===== src/rtl/chip8_pkg.sv =====
// Shared CHIP-8 constants: memory geometry, requester indices and the
// memory-arbiter state encoding.
package chip8_pkg;

    localparam int CHIP8_ADDR_W = 12;
    localparam int CHIP8_DATA_W = 8;

    localparam logic [1:0] REQ_LDR = 2'd0;
    localparam logic [1:0] REQ_CPU = 2'd1;
    localparam logic [1:0] REQ_DRW = 2'd2;

    typedef enum logic [1:0] {
        ST_IDLE    = 2'd0,
        ST_OWN_LDR = 2'd1,
        ST_OWN_CPU = 2'd2,
        ST_OWN_DRW = 2'd3
    } arb_state_e;

endpackage


===== src/rtl/chip8_mem_arbiter.sv =====
// Three-way memory arbiter for the CHIP-8 core: loader-priority pick in IDLE,
// cpu/draw round robin, locked bursts with a beat-count watchdog.
module chip8_mem_arbiter
    import chip8_pkg::*;
#(
    parameter int ADDR_W    = CHIP8_ADDR_W,
    parameter int DATA_W    = CHIP8_DATA_W,
    parameter int MAX_BURST = 16
) (
    input  logic                   clk_in,
    input  logic                   rst_in_n,
    input  logic [2:0]             req_i,
    input  logic [2:0]             we_i,
    input  logic [2:0]             last_i,
    input  logic [2:0][ADDR_W-1:0] addr_i,
    input  logic [2:0][DATA_W-1:0] wdata_i,
    output logic [2:0]             gnt_o,
    output logic [2:0]             rvalid_o,
    output logic [DATA_W-1:0]      rdata_o,
    output logic                   mem_en_o,
    output logic                   mem_we_o,
    output logic [ADDR_W-1:0]      mem_addr_o,
    output logic [DATA_W-1:0]      mem_wdata_o,
    input  logic [DATA_W-1:0]      mem_rdata_i,
    output logic                   err_timeout_o,
    output arb_state_e             dbg_state_o
);

    // Handshake: a beat transfers in any cycle where req_i[n] && gnt_o[n];
    // gnt_o is combinational on req_i, so a requester holds its beat until granted.
    arb_state_e state_q, state_d;
    logic       rr_q, rr_d;          // 0: cpu preferred, 1: draw preferred
    logic [4:0] cnt_q, cnt_d, cnt_inc;
    logic [2:0] sel;
    logic [1:0] sel_idx;
    logic       accept, burst_full, timeout, release_beat;

    always_comb begin
        sel = '0;
        case (state_q)
            ST_IDLE: begin
                if (req_i[REQ_LDR]) begin
                    sel[REQ_LDR] = 1'b1;
                end else begin
                    sel[REQ_CPU] = req_i[REQ_CPU] & (~req_i[REQ_DRW] | ~rr_q);
                    sel[REQ_DRW] = req_i[REQ_DRW] & (~req_i[REQ_CPU] |  rr_q);
                end
            end
            ST_OWN_LDR: sel[REQ_LDR] = req_i[REQ_LDR];
            ST_OWN_CPU: sel[REQ_CPU] = req_i[REQ_CPU];
            ST_OWN_DRW: sel[REQ_DRW] = req_i[REQ_DRW];
            default:    sel = '0;
        endcase
    end

    assign sel_idx      = sel[REQ_DRW] ? REQ_DRW : (sel[REQ_CPU] ? REQ_CPU : REQ_LDR);
    assign accept       = |sel;
    assign cnt_inc      = cnt_q + 5'd1;
    assign burst_full   = (int'(cnt_inc) == MAX_BURST);
    // A burst that fills without a last beat is cut short by the watchdog.
    assign timeout      = accept & ~last_i[sel_idx] & burst_full;
    assign release_beat = accept & (last_i[sel_idx] | burst_full);

    always_ff @(posedge clk_in or negedge rst_in_n) begin
        if (!rst_in_n) begin
            state_q       <= ST_IDLE;
            rr_q          <= 1'b0;
            cnt_q         <= '0;
            rvalid_o      <= '0;
            err_timeout_o <= 1'b0;
        end else begin
            state_q       <= state_d;
            rr_q          <= rr_d;
            cnt_q         <= cnt_d;
            rvalid_o      <= (accept & ~we_i[sel_idx]) ? sel : 3'b000;
            err_timeout_o <= timeout;
        end
    end

    always_comb begin
        state_d = state_q;
        rr_d    = rr_q;
        cnt_d   = cnt_q;
        if (accept) begin
            if (release_beat) begin
                state_d = ST_IDLE;
                cnt_d   = '0;
                if (sel_idx != REQ_LDR) begin
                    rr_d = (sel_idx == REQ_CPU);
                end
            end else begin
                cnt_d = cnt_inc;
                case (sel_idx)
                    REQ_CPU: state_d = ST_OWN_CPU;
                    REQ_DRW: state_d = ST_OWN_DRW;
                    default: state_d = ST_OWN_LDR;
                endcase
            end
        end
    end

    // Outputs are forced quiet while reset is held, even with requests pending.
    always_comb begin
        gnt_o       = rst_in_n ? sel : 3'b000;
        mem_en_o    = rst_in_n & accept;
        mem_we_o    = rst_in_n & accept & we_i[sel_idx];
        mem_addr_o  = addr_i[sel_idx];
        mem_wdata_o = wdata_i[sel_idx];
        rdata_o     = (|rvalid_o) ? mem_rdata_i : '0;
    end

    assign dbg_state_o = state_q;

endmodule


===== config.mk =====
export PLATFORM = sky130hd
export DESIGN_NAME = chip8_mem_arbiter
export DESIGN_NICKNAME = d
export VERILOG_FILES = /design/src/rtl/chip8_pkg.sv /design/src/rtl/chip8_mem_arbiter.sv
export SDC_FILE = /design/constraint.sdc
export NUM_CORES = 1
export LEC_CHECK = 0
export CORE_MARGIN = 2
export CORE_UTILIZATION = 31
export CTS_CLUSTER_SIZE = 24
export DETAILED_ROUTE_END_ITERATION = 8
export PLACE_DENSITY = 0.79
export SYNTH_ARGS = -nofsm -noshare
export SYNTH_HDL_FRONTEND = slang
export SYNTH_SLANG_ARGS = --single-unit

===== constraint.sdc =====
create_clock -name clk_in -period 2.4 [get_ports clk_in]
set_input_delay 0.48 -clock clk_in [delete_from_list [all_inputs] [get_ports clk_in]]
set_output_delay 0.48 -clock clk_in [all_outputs]
set_load 0.1 [all_outputs]

==> impl_metrics.ini, run 1 <==
[yosys]
yosysWarnings = 0
synth_edf_count = 0
synthFlopType = dfrtp_1
synthTopCellsByCount = nand2_1 (30), o21ai_0 (25), mux2i_1 (20)
synth_area_leaders = dfrtp_1 (23%), mux2i_1 (16%), o21ai_0 (9.8%)
synth_top_area_cell = dfrtp_1
syn_inst = 165
ys_ff_latch = 12
yosysSeqAreaShare_pct = 23.5
async_reset_ff_share_pct = 100
yosysMostFrequentCell = nand2_1
synth_top_area_share_pct = 23.5
avgSynthCellArea_um2 = 7.76
synth_nets = 248
netlist_area_um2 = 1280
synth.distinct_cells = 35

[status]
error_line = [ERROR DPL-0033] detailed placement checks failed during check placement.
status = stopped before the end
lastStage = global routing (5_1_grt)

[die]
start_util_pct = 32.0
rows = 23
die_y_um = 68.3
dieWidth_um = 68.3
io_pins = 118

[clocking]
clockRootBuffer = clkbuf_8
hold_buffers = 0
htree_levels = 1
clockBufferDepth = 2
cts_buffers = 3
cts.sinks = 12

[placed_design]
hpwl_um = 4990
io_buffers = 117
dp_cells = 348
pre_cts_ws_ps = -318
place_congestion = 0.773

[global_route]
grt_antenna_before_repair = 0
grt_max_degree = 13

[sta]
endpoint_type = primary output
worst_endpoint = mem_we_o
per-stage QoR:
step,utilization [%],area [um^2]
after floorplan,-,1670
after global placement,84.0,3360
after detailed placement,84.0,3360
after CTS,95.7,3830
kinds of logic after synthesis:
logic type	synth area share, %
AOI/OAI and AO/OA	23.9
xor gates and xnor gates	1.37
adders and majority gates	3.91
buffers and inverters	6.16
DFF	23.5
muxes	15.6
and+or+nand+nor	25.6
repair_timing:
item,in CTS
cloned,2
pin swaps,15
endpoints found under the setup margin,23
gates resized for setup,58
hold endpoints to repair,0
setup buffers,10
==> run 2, diff against run 1 <==
--- a/config.mk
+++ b/config.mk
@@ -6,10 +6,9 @@
 export NUM_CORES = 1
 export LEC_CHECK = 0
 export CORE_MARGIN = 2
-export CORE_UTILIZATION = 31
-export CTS_CLUSTER_SIZE = 24
+export CORE_UTILIZATION = 30
 export DETAILED_ROUTE_END_ITERATION = 8
-export PLACE_DENSITY = 0.79
+export PLACE_DENSITY_LB_ADDON = 0.15
 export SYNTH_ARGS = -nofsm -noshare
 export SYNTH_HDL_FRONTEND = slang
 export SYNTH_SLANG_ARGS = --single-unit
==> impl_metrics.ini, run 2 <==
[hold_path]
min_path_type = input pin to asynchronous set/reset pin

[cells_and_area]
nets = 396
final_cell_mix = clkdlybuf4s50_1 (77), buf_12 (37), nand2_1 (30), buf_4 (29), o21ai_4 (20)
top_register = cnt_q
largest_register_ffs = 5
fin_area_um2 = 3830
final_core_util_pct = 94.3
drive_above_1_share_pct = 48.6
area_growth_syn_to_layout_pct = 199
final_common_cell = clkdlybuf4s50_1
n_antenna_cell = 0
final_cells = 361

[yosys]
synth.distinct_cells = 35
netlist_area_um2 = 1280
syn_inst = 165
yosysSeqAreaShare_pct = 23.5
yosysMostFrequentCell = nand2_1
synth_nets = 248
async_reset_ff_share_pct = 100
synth_top_area_cell = dfrtp_1
ys_ff_latch = 12
synth_edf_count = 0
synth_top_area_share_pct = 23.5
synth_area_leaders = dfrtp_1 (23%), mux2i_1 (16%), o21ai_0 (9.8%)
avgSynthCellArea_um2 = 7.76
synthFlopType = dfrtp_1
synthTopCellsByCount = nand2_1 (30), o21ai_0 (25), mux2i_1 (20)
yosysWarnings = 0

[route]
vias_per_cell = 5.64
wl_per_cell_um = 23.5
postRouteAntennaNets = 0
drcViolationCount = 0
drt_pass1_iterations = 4
vias = 2037
drt_iter0_drc = 167
routed_wl_um = 8470

[sta]
period_share_pct = 113
setup_viol = 24
slew_viol_final = 0
worst_pin_slew_ps = 626
rsz0062_at_grt = true
max_freq_mhz = 368
hold_viol = 0
setup_ws_ps = -315
finalCriticalPeriod_ps = 2710
clock_skew_ps = 4.56
max_slew_margin_pct = 58.1
timing.hold.ws_ps = 563

[clocking]
clockRootBuffer = clkbuf_8
cts_buffers = 3
clockBufferDepth = 2
insertion_delay_ps = 250
cts_tree = yes
cts.sinks = 12
htree_levels = 1
hold_buffers = 0
clk_pin_slew_ps = 60

[power]
power.switching_mw = 2.99
seq_power_share_pct = 7.3
p_clk_share_pct = 3.7
max-vdd-ir-drop_uv = 1040
cellLeakagePower_nw = 1.51
p_int_mw = 2.26
powerDensity_nw_per_um2 = 1370
switching_share_pct = 56.9
comb_power_share_pct = 89.0

[critical_path]
crit_buf_inv = 3
cp_top_family = buffers and inverters
arrival_ps = 2230
cpPeakStageDelay_ps = 520
cp_slowest_cell = clkdlybuf4s50_1
setup.worst_path.start_class = input pin
criticalPathCategory = input pin to output pin
worstPathRequired_ps = 1920
crit_chain = clkdlybuf4s50_1 -> nand2_1 -> buf_4 -> a21oi_1 -> o21ai_0 -> a31oi_2 -> and2_4 -> buf_12
cp_max_fo = 2
end_kind = output pin

[die]
io_pins = 118
fp.dieArea_um2 = 4810
start_util_pct = 31.5
core_um2 = 4060
dieWidth_um = 69.3
die_y_um = 69.3
rows = 23

[placed_design]
placed_area_um2 = 3340
dp_cells = 344
hpwl_um = 4620
io_buffers = 117
pre_cts_ws_ps = -210
place_congestion = 0.888

[global_route]
grt_antenna_before_repair = 0
grt_overflow = 0
grt_max_degree = 21
grt_pass1_wl_um = 9540
grt_util_all_layers_pct = 24.4
grt_pass1_vias = 2005

[status]
status = finished with violations
violations = negative setup slack

[run]
cap_viol_max_count = 0
==> run 2: cell counts after synthesis <==
Identical to the previous run, type by type.
==> run 2: per-stage QoR <==
step	setup TNS, ps	power [mW]
detailed placement	-3960	4.42
global placement	-3240	4.37
floorplan	-5100	3.05
finish	-5950	5.25
CTS	-3880	4.79
global route	-6930	5.38
==> run 2: final timing paths <==
path	cells after the start	slack (ps)	start	end
worst max-delay path	8	-310	req_i[2]	mem_we_o
worst min register to register	2	580	cnt_q[4]	cnt_q[4]
min in group clk_in	2	580	cnt_q[4]	cnt_q[4]
worst max register to register	9	110	dbg_state_o[0]	cnt_q[0]
worst min-delay path	2	560	rst_in_n	rr_q
max in group asynchronous	2	1660	rst_in_n	dbg_state_o[1]
==> run 2: worst register-to-register path: cells and delay by family (launching register included) <==
kind                       cells  cell delay [ps]
AOI/OAI and AO/OA              3              600
adders and majority gates      1              130
buffers and inverters          3              430
and+or+nand+nor                2              500
DFF                            1              520
==> run 2: per-layer routing <==
layer,global-route usage [%],vias up,share of wire [%]
met5,0,-,0
met4,9.80,0,5.8
met3,3.63,44,7.5
met2,46.9,147,53
met1,26.3,971,33
li1,-,875,-
==> run 2: cells by family after synthesis <==
family | after synthesis | synth area share [%]
adder cells (fa/ha/maj) | 4 | 3.91
XOR/XNOR | 2 | 1.37
multiplexers | 20 | 15.6
AO/OA/AOI/OAI | 44 | 23.9
buffers and inverters | 14 | 6.16
flip-flops | 12 | 23.5
AND/OR/NAND/NOR | 69 | 25.6
==> run 2: area by class of cell <==
cell class | count | area [um^2]
multi-input cells | 139 | 1510
flip-flops and latches | 12 | 308
inverters | 6 | 27.5
fillers | 112 | 230
repair buffers | 151 | 1880
clock buffers | 3 | 41.3
well taps | 50 | 62.6
==> run 2: power groups by stage <==
stage | sequential [mW] | clock (mW) | combinational (mW)
global placement | 0.364 | 0 | 4.00
CTS | 0.367 | 0.180 | 4.25
global route | 0.393 | 0.204 | 4.78
floorplan | 0.535 | 0 | 2.51
detailed placement | 0.368 | 0 | 4.05
finish | 0.384 | 0.194 | 4.68
==> run 2: repair_timing <==
item,4_1_cts,5_1_grt
resized for setup,24,20
setup endpoints to repair,23,24
gates cloned,1,4
pin swaps,2,11
buffers inserted,2,7
No activity file was read; power rests on OpenSTA's default activity.
==> run 3, diff against run 2 <==
--- a/config.mk
+++ b/config.mk
@@ -5,8 +5,7 @@
 export SDC_FILE = /design/constraint.sdc
 export NUM_CORES = 1
 export LEC_CHECK = 0
-export CORE_MARGIN = 2
-export CORE_UTILIZATION = 30
+export CORE_UTILIZATION = 25
 export DETAILED_ROUTE_END_ITERATION = 8
 export PLACE_DENSITY_LB_ADDON = 0.15
 export SYNTH_ARGS = -nofsm -noshare
==> constraint.sdc (replaced) <==
create_clock -name clk_in -period 2.4 [get_ports clk_in]
set_input_delay 0.36 -clock clk_in [delete_from_list [all_inputs] [get_ports clk_in]]
set_output_delay 0.36 -clock clk_in [all_outputs]
set_load 0.1 [all_outputs]
==> impl_metrics.ini, run 3 (synthesized netlist as in run 2, its figures left out) <==
[status]
status = finished with violations
violations = negative setup slack

[sta]
period_share_pct = 105
timing.hold.ws_ps = 458
max_slew_margin_pct = 64.2
finalCriticalPeriod_ps = 2520
tns_ps = -1510
hold_viol = 0
worst_pin_slew_ps = 536
setup_viol = 21
clock_skew_ps = 1.30
max_freq_mhz = 397
setup_ws_ps = -118
rsz0062_at_grt = true
slew_viol_final = 0

[route]
drt_iter0_drc = 85
drt_pass1_iterations = 5
wl_per_cell_um = 15.8
vias = 1833
vias_per_cell = 4.79
routed_wl_um = 6050
drcViolationCount = 0
postRouteAntennaNets = 0

[die]
die_y_um = 73.6
rows = 25
start_util_pct = 26.6
io_pins = 118
fp.dieArea_um2 = 5410
core_um2 = 4820
dieWidth_um = 73.6

[cells_and_area]
drive_above_1_share_pct = 49.4
final_cell_mix = clkdlybuf4s50_1 (77), buf_4 (36), buf_12 (29), nand2_1 (20), o21ai_4 (20)
multi_input_area_um2 = 1390
nets = 400
largest_register_ffs = 5
area.sequential_um2 = 308
final_common_cell = clkdlybuf4s50_1
area_growth_syn_to_layout_pct = 190
top_register = cnt_q
final_core_util_pct = 77.0
fill_cells = 342
n_antenna_cell = 0
final_cells = 383

[critical_path]
r2r_end = cnt_q[0]
criticalPathCategory = register to output pin
arrival_ps = 2160
worstPathRequired_ps = 2040
setup.worst_path.start_class = register
worstReg2RegStart = dbg_state_o[0]
end_kind = output pin
reg2reg_depth = 10
cp_max_fo = 9
worst-r2r-setup-slack_ps = 230

[placed_design]
io_buffers = 117
place_congestion = 0.796
dp_cells = 357
hpwl_um = 4190

[global_route]
grt_max_degree = 20
grt_overflow = 0
grt_util_all_layers_pct = 18.4
grt_pass1_vias = 1621
grt_antenna_before_repair = 0
grt_pass1_wl_um = 7750

[clocking]
clockBufferDepth = 2
cts.sinks = 12
clk_pin_slew_ps = 50
hold_buffers = 0
cts_buffers = 3
clockRootBuffer = clkbuf_8
insertion_delay_ps = 250
htree_levels = 1
cts_tree = yes

[power]
cellLeakagePower_nw = 1.56
powerDensity_nw_per_um2 = 1330
p_total_mw = 4.92
max-vdd-ir-drop_uv = 914

[run]
cap_viol_max_count = 0

[hold_path]
min_path_type = input pin to asynchronous set/reset pin
-- run 3: cell types whose count changed in the layout (fill, tap and decap cells not counted), sizes merged --
cell and delta:
buf +3, clkbuf +3, bufbuf -1
-- run 3: area by class of cell --
type                    instances  share of cell area [%]
clock buffers                   4                    1.21
inverters                       6                   0.742
multi-input cells             139                    37.5
flip-flops and latches         12                    8.30
well taps                      67                    2.26
repair buffers                155                    50.0
-- run 3: worst max-delay path by stage --
stage | from | to | slack (ps) | cells after the start
2_1_floorplan | dbg_state_o[1] | mem_we_o | -430 | 8
3_3_place_gp | req_i[2] | mem_wdata_o[6] | 60 | 8
3_5_place_dp | req_i[2] | mem_wdata_o[7] | 50 | 8
4_1_cts | dbg_state_o[1] | mem_addr_o[9] | -70 | 10
5_1_grt | dbg_state_o[1] | mem_addr_o[5] | -180 | 11
6_report | dbg_state_o[1] | mem_addr_o[2] | -120 | 11
-- run 3: worst max-delay path, cell delays in order, from the launching register on --
cell and delay (ps):
dfrtp_4 440, inv_4 40, ha_4 140, nor2b_4 130, buf_6 120, a21oi_4 220
nor2_4 60, buf_12 150, buf_16 150, buf_4 140, o21ai_4 130, buf_12 190
-- run 3: metal layers --
| metal | up-vias | GRT usage (%) | part of all wire (%) |
|---|---|---|---|
| li1 | 886 | - | - |
| met1 | 861 | 22.3 | 36 |
| met2 | 76 | 34.1 | 56 |
| met3 | 10 | 2.61 | 5.0 |
| met4 | 0 | 3.85 | 2.1 |
| met5 | - | 0 | 0 |
-- run 3: power by group --
part | internal (mW) | leakage [nW] | switching, mW
registers | 0.277 | 0.155 | 0.0836
clock network | 0.118 | 0.0228 | 0.0797
logic | 1.73 | 1.38 | 2.64
-- run 3: metrics by stage --
stage	cell area [um^2]	setup slack (ps)
floorplan	1670	-434
global placement	3240	61.0
detailed placement	3240	48.3
CTS	3340	-72.4
global route	3710	-179
finish	3710	-118
-- run 3: timing repair --
action	CTS	global route
pin swaps	1	9
setup buffers	4	12
cloned	0	6
setup endpoints to repair	22	23
resized for setup	9	30
==> run 4, diff against run 3 <==
--- a/config.mk
+++ b/config.mk
@@ -8,6 +8,7 @@
 export CORE_UTILIZATION = 25
 export DETAILED_ROUTE_END_ITERATION = 8
 export PLACE_DENSITY_LB_ADDON = 0.15
+export SKIP_LAST_GASP = 1
 export SYNTH_ARGS = -nofsm -noshare
 export SYNTH_HDL_FRONTEND = slang
 export SYNTH_SLANG_ARGS = --single-unit
==> impl_metrics.ini, run 4 (synthesized netlist as in run 2, its figures left out) <==
[status]
status = finished with violations
violations = negative setup slack

[route]
wl_met1_um = 1930
dr.max_layer_used = met4
postRouteAntennaNets = 0
drt_pass1_iterations = 4
vias_per_cell = 4.68
routed_wl_um = 5200
drt_iter0_drc = 76
wl_met2_um = 2960
wl_per_cell_um = 13.9
dr_wl_met3_um = 281
vias = 1755
drcViolationCount = 0

[clocking]
clockRootBuffer = clkbuf_8
clockBufferDepth = 2
clk_pin_slew_ps = 50
cts_buffers = 3
cts.sinks = 12
cts_tree = yes
htree_levels = 1
insertion_delay_ps = 240
hold_buffers = 0

[sta]
timing.hold.ws_ps = 457
hold_viol = 0
period_share_pct = 102
max_freq_mhz = 409
slew_viol_final = 0
rsz0062_at_grt = true
max_slew_margin_pct = 67.1
setup_viol = 20
clock_skew_ps = 2.85
tns_ps = -543
finalCriticalPeriod_ps = 2450
worst_pin_slew_ps = 492
setup_ws_ps = -46.1

[die]
die_y_um = 73.6
rows = 25
start_util_pct = 26.6
dieWidth_um = 73.6
io_pins = 118
core_um2 = 4820
fp.dieArea_um2 = 5410

[cells_and_area]
final_core_util_pct = 71.6
area_growth_syn_to_layout_pct = 170
drive_above_1_share_pct = 42.5
top_register = cnt_q
multi_input_area_um2 = 1290
final_common_cell = clkdlybuf4s50_1
n_antenna_cell = 0
fill_cells = 383
nets = 392
area.sequential_um2 = 308
largest_register_ffs = 5
final_cell_mix = clkdlybuf4s50_1 (77), buf_4 (35), nand2_1 (30), buf_12 (29), o21ai_4 (20)

[global_route]
grt_pass1_vias = 1610
grt_util_all_layers_pct = 18.2
grt_overflow = 0
grt_max_degree = 20
grt_antenna_before_repair = 0
grt_pass1_wl_um = 7660

[placed_design]
hpwl_um = 4190
io_buffers = 117
place_congestion = 0.796

[critical_path]
arrival_ps = 2090
end_kind = output pin
cpPeakStageDelay_ps = 490
reg2reg_depth = 9
crit_end = mem_addr_o[6]
worstReg2RegStart = dbg_state_o[1]
cp_slowest_cell = dfrtp_4
worstPathRequired_ps = 2040
criticalPathCategory = register to output pin
critPathLaunch = dbg_state_o[0]
crit_chain = buf_4 -> ha_1 -> a21oi_4 -> nor2_4 -> buf_12 -> buf_4 -> o21ai_4 -> buf_12
r2r_end = cnt_q[0]
cp_max_fo = 18
setup.worst_path.start_class = register
worst-r2r-setup-slack_ps = 330

[power]
max-vdd-ir-drop_uv = 906
powerDensity_nw_per_um2 = 1340
cellLeakagePower_nw = 1.47
p_total_mw = 4.64

[hold_path]
min_path_type = input pin to asynchronous set/reset pin

[run]
cap_viol_max_count = 0
-- run 4: report_power, final --
group          switching (mW)  internal, mW
Sequential             0.0812         0.277
Clock                  0.0778         0.117
Combinational            2.53          1.55
-- run 4: worst min path at each step --
stage / from / to / slack (ps) / cells after the start
after floorplan: rst_in_n / cnt_q[0] / 60 / 0
after global placement: rr_q / rr_q / 520 / 1
after detailed placement: rr_q / rr_q / 520 / 1
after CTS: rst_in_n / cnt_q[2] / 460 / 2
after global routing: rst_in_n / cnt_q[2] / 490 / 2
final: rst_in_n / cnt_q[1] / 460 / 2
-- run 4: area by class of cell --
class	instances	area share, %
repair buffers	147	49.3
flip-flops and latches	12	8.92
inverters	6	0.725
clock buffers	4	1.31
multi-input cells	139	37.3
well taps	67	2.43
-- run 4: repair_timing --
item | CTS | global route
hold endpoints to repair | 0 | 0
gates resized for setup | 3 | 8
pin swaps | 1 | 2
cloned | 0 | 2
buffers inserted | 4 | 8
setup endpoints to repair | 22 | 23
-- run 4: metrics by stage --
| stage | setup WS [ps] | instance area, um^2 | cells |
|---|---|---|---|
| floorplan | -434 | 1670 | 165 |
| global route | -131 | 3450 | 375 |
| global placement | 61.0 | 3240 | 357 |
| finish | -46.1 | 3450 | 375 |
| CTS | -72.4 | 3320 | 365 |
| detailed placement | 48.3 | 3240 | 357 |
-- run 4: critical path, delay by kind of cell, from the launching register on --
family	cells	cell delay, ps
simple gates	1	100
fa+ha+maj	1	230
buf+inv	4	660
compound gates	2	370
flops	1	490
-- run 4: routing by layer --
layer | GRT usage, % | up-vias
li1 | - | 870
met2 | 33.8 | 61
met3 | 2.88 | 5
met1 | 21.7 | 819
met4 | 3.85 | 0
met5 | 0 | -
